<file path="src/rtl/ula_pkg.sv">
// rtl/ula_pkg.sv - shared op encodings and FSM states for the bit-serial ALU
package ula_pkg;

    localparam logic [2:0] OP_AND = 3'd0;
    localparam logic [2:0] OP_OR  = 3'd1;
    localparam logic [2:0] OP_ADD = 3'd2;
    localparam logic [2:0] OP_XOR = 3'd3;

    typedef enum logic [1:0] {
        S_IDLE,
        S_RUN,
        S_DONE
    } state_t;

endpackage

</file>
<file path="src/rtl/ula_bit.sv">
// rtl/ula_bit.sv - combinational 1-bit ALU slice
module ula_bit
    import ula_pkg::*;
(
    input  logic       x,
    input  logic       y,
    input  logic       c,
    input  logic [2:0] op,
    output logic       s,
    output logic       co
);

    // Carry chain always runs as a full adder; sum output selected by op
    always_comb begin
        co = (x & y) | (x & c) | (y & c);
        case (op)
            OP_AND:  s = x & y;
            OP_OR:   s = x | y;
            OP_ADD:  s = x ^ y ^ c;
            OP_XOR:  s = x ^ y;
            default: s = 1'b0;
        endcase
    end

endmodule

</file>
<file path="src/rtl/ula_serial.sv">
// rtl/ula_serial.sv - bit-serial ALU sequencer with start/done handshake
module ula_serial
    import ula_pkg::*;
#(
    parameter int WIDTH = 8
) (
    input  logic             clk,
    input  logic             rst,
    input  logic             start,
    input  logic [WIDTH-1:0] a,
    input  logic [WIDTH-1:0] b,
    input  logic             ainv,
    input  logic             binv,
    input  logic             cin,
    input  logic [2:0]       op,
    output logic             busy,
    output logic             done,
    output logic [WIDTH-1:0] result,
    output logic             cout,
    output logic             ovf,
    output logic             zero
);

    localparam int             CW   = $clog2(WIDTH);
    localparam logic [CW-1:0]  LAST = CW'(WIDTH - 1);

    state_t           state;
    state_t           state_nxt;
    logic [WIDTH-1:0] a_sh;
    logic [WIDTH-1:0] b_sh;
    logic [WIDTH-1:0] result_q;
    logic [WIDTH-1:0] result_nxt;
    logic             ainv_q;
    logic             binv_q;
    logic [2:0]       op_q;
    logic             carry;
    logic [CW-1:0]    cnt;
    logic             cout_q;
    logic             ovf_q;
    logic             zero_q;
    logic             x;
    logic             y;
    logic             s;
    logic             co;
    logic             last_bit;

    // Operand bits are consumed LSB first from the shift registers
    assign x          = a_sh[0] ^ ainv_q;
    assign y          = b_sh[0] ^ binv_q;
    assign last_bit   = (cnt == LAST);
    assign result_nxt = {s, result_q[WIDTH-1:1]};

    ula_bit u_bit (
        .x  (x),
        .y  (y),
        .c  (carry),
        .op (op_q),
        .s  (s),
        .co (co)
    );

    // State register
    always_ff @(posedge clk) begin
        if (rst) begin
            state <= S_IDLE;
        end else begin
            state <= state_nxt;
        end
    end

    // Next-state and handshake outputs
    always_comb begin
        state_nxt = state;
        busy      = 1'b0;
        done      = 1'b0;
        case (state)
            S_IDLE: begin
                if (start) begin
                    state_nxt = S_RUN;
                end
            end
            S_RUN: begin
                busy = 1'b1;
                if (last_bit) begin
                    state_nxt = S_DONE;
                end
            end
            S_DONE: begin
                done      = 1'b1;
                state_nxt = S_IDLE;
            end
            default: state_nxt = S_IDLE;
        endcase
    end

    // Operand capture, serial shifting and final flag capture
    always_ff @(posedge clk) begin
        if (rst) begin
            a_sh     <= '0;
            b_sh     <= '0;
            ainv_q   <= 1'b0;
            binv_q   <= 1'b0;
            op_q     <= 3'd0;
            carry    <= 1'b0;
            cnt      <= '0;
            result_q <= '0;
            cout_q   <= 1'b0;
            ovf_q    <= 1'b0;
            zero_q   <= 1'b1;
        end else begin
            case (state)
                S_IDLE: begin
                    if (start) begin
                        a_sh   <= a;
                        b_sh   <= b;
                        ainv_q <= ainv;
                        binv_q <= binv;
                        op_q   <= op;
                        carry  <= cin;
                        cnt    <= '0;
                    end
                end
                S_RUN: begin
                    a_sh     <= a_sh >> 1;
                    b_sh     <= b_sh >> 1;
                    result_q <= result_nxt;
                    carry    <= co;
                    if (last_bit) begin
                        cnt    <= '0;
                        cout_q <= co;
                        ovf_q  <= carry ^ co;
                        zero_q <= (result_nxt == '0);
                    end else begin
                        cnt <= cnt + 1'b1;
                    end
                end
                default: ;
            endcase
        end
    end

    assign result = result_q;
    assign cout   = cout_q;
    assign ovf    = ovf_q;
    assign zero   = zero_q;

endmodule

</file>
<file path="config.mk">
export PLATFORM = sky130hd
export DESIGN_NAME = ula_serial
export DESIGN_NICKNAME = d
export VERILOG_FILES = /design/src/rtl/ula_pkg.sv /design/src/rtl/ula_bit.sv /design/src/rtl/ula_serial.sv
export SDC_FILE = /design/constraint.sdc
export NUM_CORES = 1
export LEC_CHECK = 0
export CAP_MARGIN = 20
export CORE_MARGIN = 1.5
export CORE_UTILIZATION = 53
export CTS_CLUSTER_DIAMETER = 150
export DETAILED_ROUTE_END_ITERATION = 12
export GPL_ROUTABILITY_DRIVEN = 1
export PLACE_DENSITY = 0.84
export SLEW_MARGIN = 20
export SYNTH_ARGS = -nofsm -noshare
export SYNTH_HDL_FRONTEND = slang
export SYNTH_SLANG_ARGS = --single-unit
</file>
<file path="constraint.sdc">
create_clock -name clk -period 3.3 [get_ports clk]
set_clock_uncertainty 0.05 [all_clocks]
set_input_delay 0.825 -clock clk [delete_from_list [all_inputs] [get_ports clk]]
set_output_delay 0.825 -clock clk [all_outputs]
set_load 0.1 [all_outputs]
</file>
==> qor.txt, run 1 <==
# resized after CTS: 0
placed cell area: 0.001973 mm^2
Yosys top cell area share: 0.4596
cell area after layout: 0.002048 mm^2
Sw Pwr: 0.0002503 W
Pre-antenna DRT Iters: 4
Int Power: 0.0007168 W
input/output buffers: 37
worst skew pair latency: 0.32 ns
final setup margin: 0.8120 ns
post-CTS setup buffers: 0
Hold Violations, Final: 0
Max VDD drop: 0.0002724 V
Root Driver: clkbuf_4
power per standard cell area: 472.2 mW/mm^2
synthesized area: 0.001655 mm^2
Seq pwr share: 0.520
Vias: 1420
n_diodes: 0
largest net degree at the start of global routing: 31
Std-Cell Rows: 20
worst r2r src: b_sh[0]$_SDFFE_PP0P_
Rel. slew slack: 0.4304
fraction of registers with async set/reset: 0
most frequent cell after synthesis: nand2_1
CP max stage delay: 0.50 ns
WL/cell: 11.42 um
die footprint: 0.003467 mm^2
drt drc: 0
CTS H-Tree Depth: 2
period utilization: 0.7539
combinational power share: 0.169
ANT nets after route: 0
core area: 0.003003 mm^2
GRT Total Usage: 0.1926
Critical Path Fanout Max: 29
minimum clock period: 2.488 ns
drt total wl: 3071 um
CP startpoint: state[1]$_SDFFE_PP0P_
sequential fraction of the synthesis area: 0.4596
Final HPWL DP: 2167 um
crit path cell chain: nand2b_2, clkinv_2, buf_4
share of cells above drive strength 1: 0.1144
hold_buf cts: 0
Syn Area/Cell: 8.236 um^2
yosys warns: 0
Gate Count Post-Synth: 201
cells on worst reg2reg path: 5
routability cong.: 0.7761
Hold WC Path Type: reg -> reg
Clock transition at path regs: 0.11 ns
Worst Max-Slew Pin Slew: 0.8525 ns
area grow syn2layout: 23.73%
Setup TNS: 0 ns
Req. time, crit path: 2.42 ns
fin. max-slew vios: 0
CTS tree: done
clk sink count: 38
number of CTS-inserted buffers: 5
area leader, netlist: dfxtp_1
Distinct cells, synth: 33
first-pass GRT wire length: 5168 um
DP Worst Slack: 0.8738 ns
top cells by area, synth: dfxtp_1, nand2_1, a311oi_1, a21oi_1, nor2_1
status: finished clean
Static Leak: 0.8191 nW
highest-delay cell along the critical path: nand2b_2
prevailing post-synth register cell: dfxtp_1
via/cell ratio: 5.279
#FFs+latches synth: 38
CTS max path bufs: 2
commonest cells in the netlist: nand2_1, dfxtp_1, nor2_1, a21oi_1, a311oi_1
starting DRC count in detailed routing: 64
clock power share: 0.311
Final #Nets: 265
crit path capture: busy
number of global-route vias before repair: 1283
Sw Share: 0.2588
gr ovfl total: 0
CP Class: reg -> out
worst r2r dst: result[7]$_SDFFE_PP0P_
Worst Setup Start Kind: register
CP Data Arrival Time: 1.61 ns
Synth Net Count: 231
max cap viols: 0
Critical Path Sink Type: output pin
die width: 58.89 um
number of synthesized flops with an enable pin: 0
IO Pins: 38
initial antenna violation count: 0
Die Span Y: 58.89 um
# fillers: 288
Initial Util: 0.5513
r2r setup slk: 1.36 ns
RSZ-0062 raised after global routing: false
Max Freq: 401.9 MHz
final setup violation count: 0
-- critical path, delay by kind of cell, from the launching register on --
family                 cells  cell delay [ns]
DFF                        1             0.41
and+or+nand+nor            1             0.50
buffers and inverters      2             0.37
-- power groups by stage --
| stage | clock network [W] | logic, W | registers [W] |
|---|---|---|---|
| finish | 0.000301 | 0.000163 | 0.000503 |
| global route | 0.000326 | 0.000183 | 0.000506 |
| CTS | 0.000306 | 0.000165 | 0.000503 |
| detailed placement | 0 | 0.000164 | 0.000513 |
| global placement | 0 | 0.000161 | 0.000513 |
| floorplan | 0 | 0.000109 | 0.000521 |
-- area by class of cell --
type | instances | area, um^2 | area share
multi-input combinational | 146 | 794.5 | 0.3879
sequential | 38 | 760.7 | 0.3714
clock buffer | 7 | 45.04 | 0.02199
timing repair buffer | 40 | 360.3 | 0.1759
tap | 33 | 41.29 | 0.02016
inverter | 4 | 16.27 | 0.007941
clock inverter | 1 | 30.03 | 0.01466
-- how the worst min path moves through the flow --
stage	from	end	slack, ns	depth (start not counted)
final	cout$_SDFFE_PP0P_	cout$_SDFFE_PP0P_	0.41	2
after global routing	result[0]$_SDFFE_PP0P_	result[0]$_SDFFE_PP0P_	0.44	2
after CTS	cout$_SDFFE_PP0P_	cout$_SDFFE_PP0P_	0.41	2
after detailed placement	cout$_SDFFE_PP0P_	cout$_SDFFE_PP0P_	0.40	2
after global placement	ovf$_SDFFE_PP0P_	ovf$_SDFFE_PP0P_	0.39	2
after floorplan	op_q[0]$_SDFFE_PP0P_	op_q[0]$_SDFFE_PP0P_	0.39	2
-- flip-flops by register name, indices dropped and copies added (netlist names) --
signal and flops:
ovf 1, cnt 3, zero 1, carry 1, result 8, ainv_q 1
state 2, binv_q 1, op_q 3, b_sh 8, cout 1, a_sh 8
-- metrics by stage --
step | power (W) | util | hold WS (ns) | std cells
2_1_floorplan | 0.0006307 | - | 0.3947 | 201
3_3_place_gp | 0.0006741 | 0.6571 | 0.3904 | 261
3_5_place_dp | 0.0006775 | 0.6571 | 0.3972 | 261
4_1_cts | 0.0009734 | 0.6821 | 0.4113 | 269
5_1_grt | 0.001015 | 0.6821 | 0.4383 | 269
6_report | 0.0009671 | 0.6821 | 0.4086 | 269
-- per-layer routing --
metal | up-vias | part of all wire | GRT usage
met5 | - | 0 | 0
met4 | 0 | 0.0036 | 0.06169
met2 | 22 | 0.47 | 0.3222
met3 | 2 | 0.035 | 0.04615
li1 | 755 | - | -
met1 | 641 | 0.49 | 0.2441
-- cell families (layout without fill, tap and decap cells) --
kind of cell / after synthesis / after routing / share of synthesized area
adders and majority gates: 5 / 5 / 0.04233
AOI/OAI and AO/OA: 42 / 42 / 0.1746
DFF: 38 / 38 / 0.4596
buffers and inverters: 17 / 52 / 0.06046
xor gates and xnor gates: 3 / 3 / 0.01588
muxes: 1 / 1 / 0.006802
and+or+nand+nor: 95 / 95 / 0.2404
-- cells in the final DEF (no fill, tap or decap) --
master / netlist / layout
o21bai_1: 1 / 1
a311oi_1: 15 / 15
clkdlybuf4s50_1: 0 / 24
o21ba_2: 1 / 1
clkbuf_4: 0 / 5
a21oi_1: 19 / 19
xnor2_1: 1 / 1
nand4_1: 1 / 1
or3_1: 1 / 1
buf_4: 2 / 16
nand3_1: 4 / 4
or3b_2: 1 / 1
xor2_1: 2 / 2
a32o_1: 1 / 1
nand2_1: 59 / 59
nor3_1: 1 / 1
bufinv_16: 0 / 1
clkbuf_1: 4 / 2
mux2_2: 1 / 1
o21ai_0: 1 / 1
ha_1: 4 / 4
nand2b_2: 1 / 1
nor2b_1: 2 / 2
inv_1: 3 / 3
nand2b_1: 2 / 2
nand3b_1: 1 / 1
nor2_1: 20 / 20
a22oi_1: 2 / 2
clkinv_2: 1 / 1
nor4_1: 1 / 1
nor3b_1: 1 / 1
dfxtp_1: 38 / 38
o21a_1: 2 / 2
fa_1: 1 / 1
Note: power is estimated with default switching activity, not from simulation.
==> inputs of run 2 (changes only) <==
CORE_UTILIZATION = 49   (was 53)
PLACE_DENSITY = 0.78   (was 0.84)
clock period = 2.5 ns   (was 3.3 ns; I/O delays follow)
==> qor.txt, run 2 (synthesis gave the netlist of run 1 again) <==
Setup TNS: 0 ns
gr ovfl total: 0
CTS H-Tree Depth: 2
Hold Violations, Final: 0
Hold WC Path Type: reg -> reg
GRT Total Usage: 0.2143
crit path capture: busy
Worst Max-Slew Pin Slew: 0.5590 ns
core area: 0.003128 mm^2
Layout Utilization: 0.6608
final setup margin: 0.2710 ns
combinational power share: 0.185
first-pass GRT wire length: 5809 um
fin. max-slew vios: 0
Seq pwr share: 0.545
area grow syn2layout: 24.87%
via/cell ratio: 5.210
input/output buffers: 37
Die Span Y: 61.12 um
Worst Setup Start Kind: register
DP Worst Slack: 0.3429 ns
post-CTS setup buffers: 0
clock power share: 0.270
RSZ-0062 raised after global routing: false
Rel. slew slack: 0.6274
worst skew pair latency: 0.34 ns
final setup violation count: 0
IO Pins: 38
n_diodes: 0
hold_buf cts: 0
Initial Util: 0.5292
Std-Cell Rows: 20
routability cong.: 0.7834
commonest cells after routing, fill and taps aside: nand2_1, dfxtp_1, clkdlybuf4s50_1
Sw Pwr: 0.0003429 W
CTS max path bufs: 2
worst r2r dst: result[7]$_SDFFE_PP0P_
share of cells above drive strength 1: 0.1224
Pre-antenna DRT Iters: 4
Critical Path Sink Type: output pin
placed cell area: 0.002007 mm^2
power per standard cell area: 589.2 mW/mm^2
number of global-route vias before repair: 1353
Critical Path Fanout Max: 28
Clock transition at path regs: 0.11 ns
Max VDD drop: 0.0003347 V
cells on worst reg2reg path: 5
CP startpoint: state[1]$_SDFFE_PP0P_
drt drc: 0
Root Driver: clkbuf_4
# resized after CTS: 0
Final HPWL DP: 2497 um
CP Data Arrival Time: 1.55 ns
r2r setup slk: 0.53 ns
cell area after layout: 0.002067 mm^2
period utilization: 0.8916
Static Leak: 0.8229 nW
starting DRC count in detailed routing: 84
Final #Nets: 266
clk sink count: 38
WHS: 0.4171 ns
die width: 61.12 um
Sw Share: 0.2816
WL/cell: 12.46 um
CP Class: reg -> out
die footprint: 0.003736 mm^2
drt total wl: 3502 um
# fillers: 284
initial antenna violation count: 0
status: finished clean
largest net degree at the start of global routing: 31
Int Power: 0.0008749 W
Req. time, crit path: 1.82 ns
ANT nets after route: 0
max cap viols: 0
minimum clock period: 2.229 ns
most common cell after layout, fill and taps aside: nand2_1
number of CTS-inserted buffers: 5
worst r2r src: b_sh[0]$_SDFFE_PP0P_
Vias: 1464
hold path startpoint: result[0]$_SDFFE_PP0P_
Max Freq: 448.6 MHz
CTS tree: done
==> run 2: cell types whose count changed in the layout (fill, tap and decap cells not counted) <==
cell       delta
clkbuf_1      -1
clkbuf_8      +1
bufinv_16     -1
buf_12        +1
clkinv_2      +1
==> run 2: metrics by stage <==
stage	instances	total power, W
floorplan	201	0.0008325
detailed placement	273	0.0009036
global placement	273	0.0008943
CTS	281	0.001232
global route	281	0.001285
finish	281	0.001218
==> run 2: how the worst min path moves through the flow <==
stage,end,slack (ns),depth (start not counted)
2_1_floorplan,op_q[0]$_SDFFE_PP0P_,0.39,2
3_3_place_gp,result[0]$_SDFFE_PP0P_,0.39,2
3_5_place_dp,result[0]$_SDFFE_PP0P_,0.40,2
4_1_cts,ovf$_SDFFE_PP0P_,0.42,2
5_1_grt,ovf$_SDFFE_PP0P_,0.44,2
6_report,result[0]$_SDFFE_PP0P_,0.42,2
==> run 2: critical path, cell delays in order, from the launching register on <==
cell	delay (ns)
dfxtp_1	0.41
nand2b_2	0.16
clkinv_2	0.33
buf_12	0.31
==> run 2: layer usage <==
| metal | part of all wire | vias up | wire length (um) | track usage |
|---|---|---|---|---|
| met5 | 0 | - | 0 | 0 |
| met3 | 0.040 | 6 | 139 | 0.06933 |
| met4 | 0.019 | 0 | 65 | 0.08385 |
| met1 | 0.44 | 676 | 1541 | 0.2444 |
| met2 | 0.50 | 27 | 1756 | 0.3708 |
| li1 | - | 755 | - | - |
==> run 2: layout make-up <==
type | instances | area [um^2] | area share
clock inverters | 1 | 5.005 | 0.002421
multi-input cells | 146 | 794.5 | 0.3844
clock buffers | 7 | 55.05 | 0.02663
flip-flops and latches | 38 | 760.7 | 0.3680
repair buffers | 41 | 380.4 | 0.1840
well taps | 44 | 55.05 | 0.02663
inverters | 4 | 16.27 | 0.007869
==> run 2: power groups by stage <==
stage	registers, W	clock network (W)	logic [W]
5_1_grt	0.000669	0.000365	0.000251
6_report	0.000664	0.000329	0.000225
2_1_floorplan	0.000688	0	0.000144
4_1_cts	0.000664	0.000341	0.000227
3_3_place_gp	0.000676	0	0.000218
3_5_place_dp	0.000678	0	0.000226
==> inputs of run 3 (changes only) <==
--- a/constraint.sdc
+++ b/constraint.sdc
@@ -3,3 +3,3 @@
 set_input_delay 0.625 -clock clk [delete_from_list [all_inputs] [get_ports clk]]
 set_output_delay 0.625 -clock clk [all_outputs]
-set_load 0.1 [all_outputs]
+set_load 0.005 [all_outputs]
==> qor.txt, run 3 (synthesis gave the netlist of run 1 again) <==
most common cell after layout, fill and taps aside: nand2_1
Clock transition at path regs: 0.11 ns
max cap viols: 0
first-pass GRT wire length: 6003 um
CP Class: reg -> out
r2r setup slk: 0.50 ns
number of global-route vias before repair: 1384
drt drc: 0
final setup violation count: 0
Std-Cell Rows: 20
area grow syn2layout: 25.55%
largest net degree at the start of global routing: 39
Hold Violations, Final: 0
input/output buffers: 37
Max Freq: 470.0 MHz
Pre-antenna DRT Iters: 4
crit path cell chain: nand2b_2, clkinv_2, clkdlybuf4s50_1
RSZ-0062 raised after global routing: false
die footprint: 0.003736 mm^2
worst r2r dst: result[7]$_SDFFE_PP0P_
Final #Nets: 266
post-CTS setup buffers: 0
hold endpoint: ovf$_SDFFE_PP0P_
Static Leak: 0.7910 nW
clk sink count: 38
WHS: 0.4195 ns
via/cell ratio: 5.380
Int Power: 0.0008641 W
GRT Total Usage: 0.2185
cells on worst reg2reg path: 6
combinational power share: 0.170
number of CTS-inserted buffers: 5
fin. max-slew vios: 0
Total Power: 0.001174 W
routability cong.: 0.7981
drt total wl: 3585 um
highest-delay cell along the critical path: clkdlybuf4s50_1
gr ovfl total: 0
family with the most delay on the worst path: buffers and inverters
Vias: 1501
Max VDD drop: 0.0003325 V
Rel. slew slack: 0.6165
Sw Pwr: 0.0003095 W
commonest cells after routing, fill and taps aside: nand2_1, dfxtp_1, clkdlybuf4s50_1
Root Driver: clkbuf_4
Worst Setup Start Kind: register
power per standard cell area: 564.7 mW/mm^2
starting DRC count in detailed routing: 100
Worst Max-Slew Pin Slew: 0.5752 ns
share of cells above drive strength 1: 0.06383
Setup TNS: 0 ns
Bufs and invs on worst path: 2
Critical Path Fanout Max: 7
initial antenna violation count: 0
IO Pins: 38
CP max stage delay: 0.49 ns
ANT nets after route: 0
status: finished clean
minimum clock period: 2.128 ns
CP Data Arrival Time: 1.45 ns
n_diodes: 0
CTS tree: done
period utilization: 0.8511
CTS max path bufs: 2
Sw Share: 0.2637
die width: 61.12 um
Initial Util: 0.5292
CTS H-Tree Depth: 2
core area: 0.003128 mm^2
Critical Path Sink Type: output pin
Seq pwr share: 0.565
Final HPWL DP: 2516 um
clock power share: 0.264
worst r2r src: a_sh[0]$_SDFFE_PP0P_
# resized after CTS: 0
Req. time, crit path: 1.82 ns
hold path startpoint: ovf$_SDFFE_PP0P_
Die Span Y: 61.12 um
Hold WC Path Type: reg -> reg
WL/cell: 12.85 um
worst skew pair latency: 0.33 ns
Hold Path Stages: 2
hold_buf cts: 0
==> run 3: changes by cell type in the layout (fill, tap and decap cells not counted) <==
cell	previous run	this run
buf_12	1	0
clkdlybuf4s50_1	24	37
clkbuf_1	1	0
clkinv_2	2	1
buf_4	16	4
==> run 3: how the worst max path moves through the flow <==
stage,start,endpoint,slack (ns),cells past startpoint
3_3_place_gp,start,b_sh[0]$_SDFFE_PP0P_,0.40,4
5_1_grt,state[1]$_SDFFE_PP0P_,busy,0.29,3
3_5_place_dp,start,carry$_SDFFE_PP0P_,0.30,4
2_1_floorplan,ainv_q$_SDFFE_PP0P_,result[7]$_SDFFE_PP0P_,0.70,6
6_report,state[1]$_SDFFE_PP0P_,busy,0.37,3
4_1_cts,state[1]$_SDFFE_PP0P_,busy,0.36,3
==> run 3: worst reg2reg max path: stages, from the launching register on <==
cell,delay (ns)
dfxtp_1,0.35
xnor2_1,0.22
inv_1,0.12
fa_1,0.46
mux2_2,0.27
a32o_1,0.25
o21a_1,0.17
==> run 3: final cells by class <==
class | instances | area (um^2)
sequential | 38 | 760.7
clock buffer | 6 | 51.30
tap | 44 | 55.05
multi-input combinational | 146 | 794.5
fill | 267 | 1050
inverter | 4 | 16.27
timing repair buffer | 41 | 400.4
==> run 3: layer usage <==
| metal | vias up | GRT usage | wire [um] |
|---|---|---|---|
| li1 | 751 | - | - |
| met1 | 707 | 0.2559 | 1542 |
| met2 | 41 | 0.3815 | 1843 |
| met3 | 2 | 0.05042 | 167 |
| met4 | 0 | 0.09317 | 32 |
| met5 | - | 0 | 0 |
==> run 3: per-stage QoR <==
step	cells	instance area [um^2]	worst slack [ns]	util
2_1_floorplan	201	1655	0.6966	-
5_1_grt	279	2078	0.2864	0.6644
6_report	279	2078	0.3722	0.6644
3_3_place_gp	273	2027	0.3975	0.6480
3_5_place_dp	273	2027	0.2979	0.6480
4_1_cts	279	2078	0.3560	0.6644
==> run 3: power groups by stage <==
stage / Combinational (W) / Sequential, W / Clock (W)
2_1_floorplan: 0.000134 / 0.000672 / 0
3_3_place_gp: 0.000190 / 0.000676 / 0
3_5_place_dp: 0.000201 / 0.000678 / 0
4_1_cts: 0.000202 / 0.000664 / 0.000317
5_1_grt: 0.000225 / 0.000669 / 0.000345
6_report: 0.000200 / 0.000664 / 0.000310
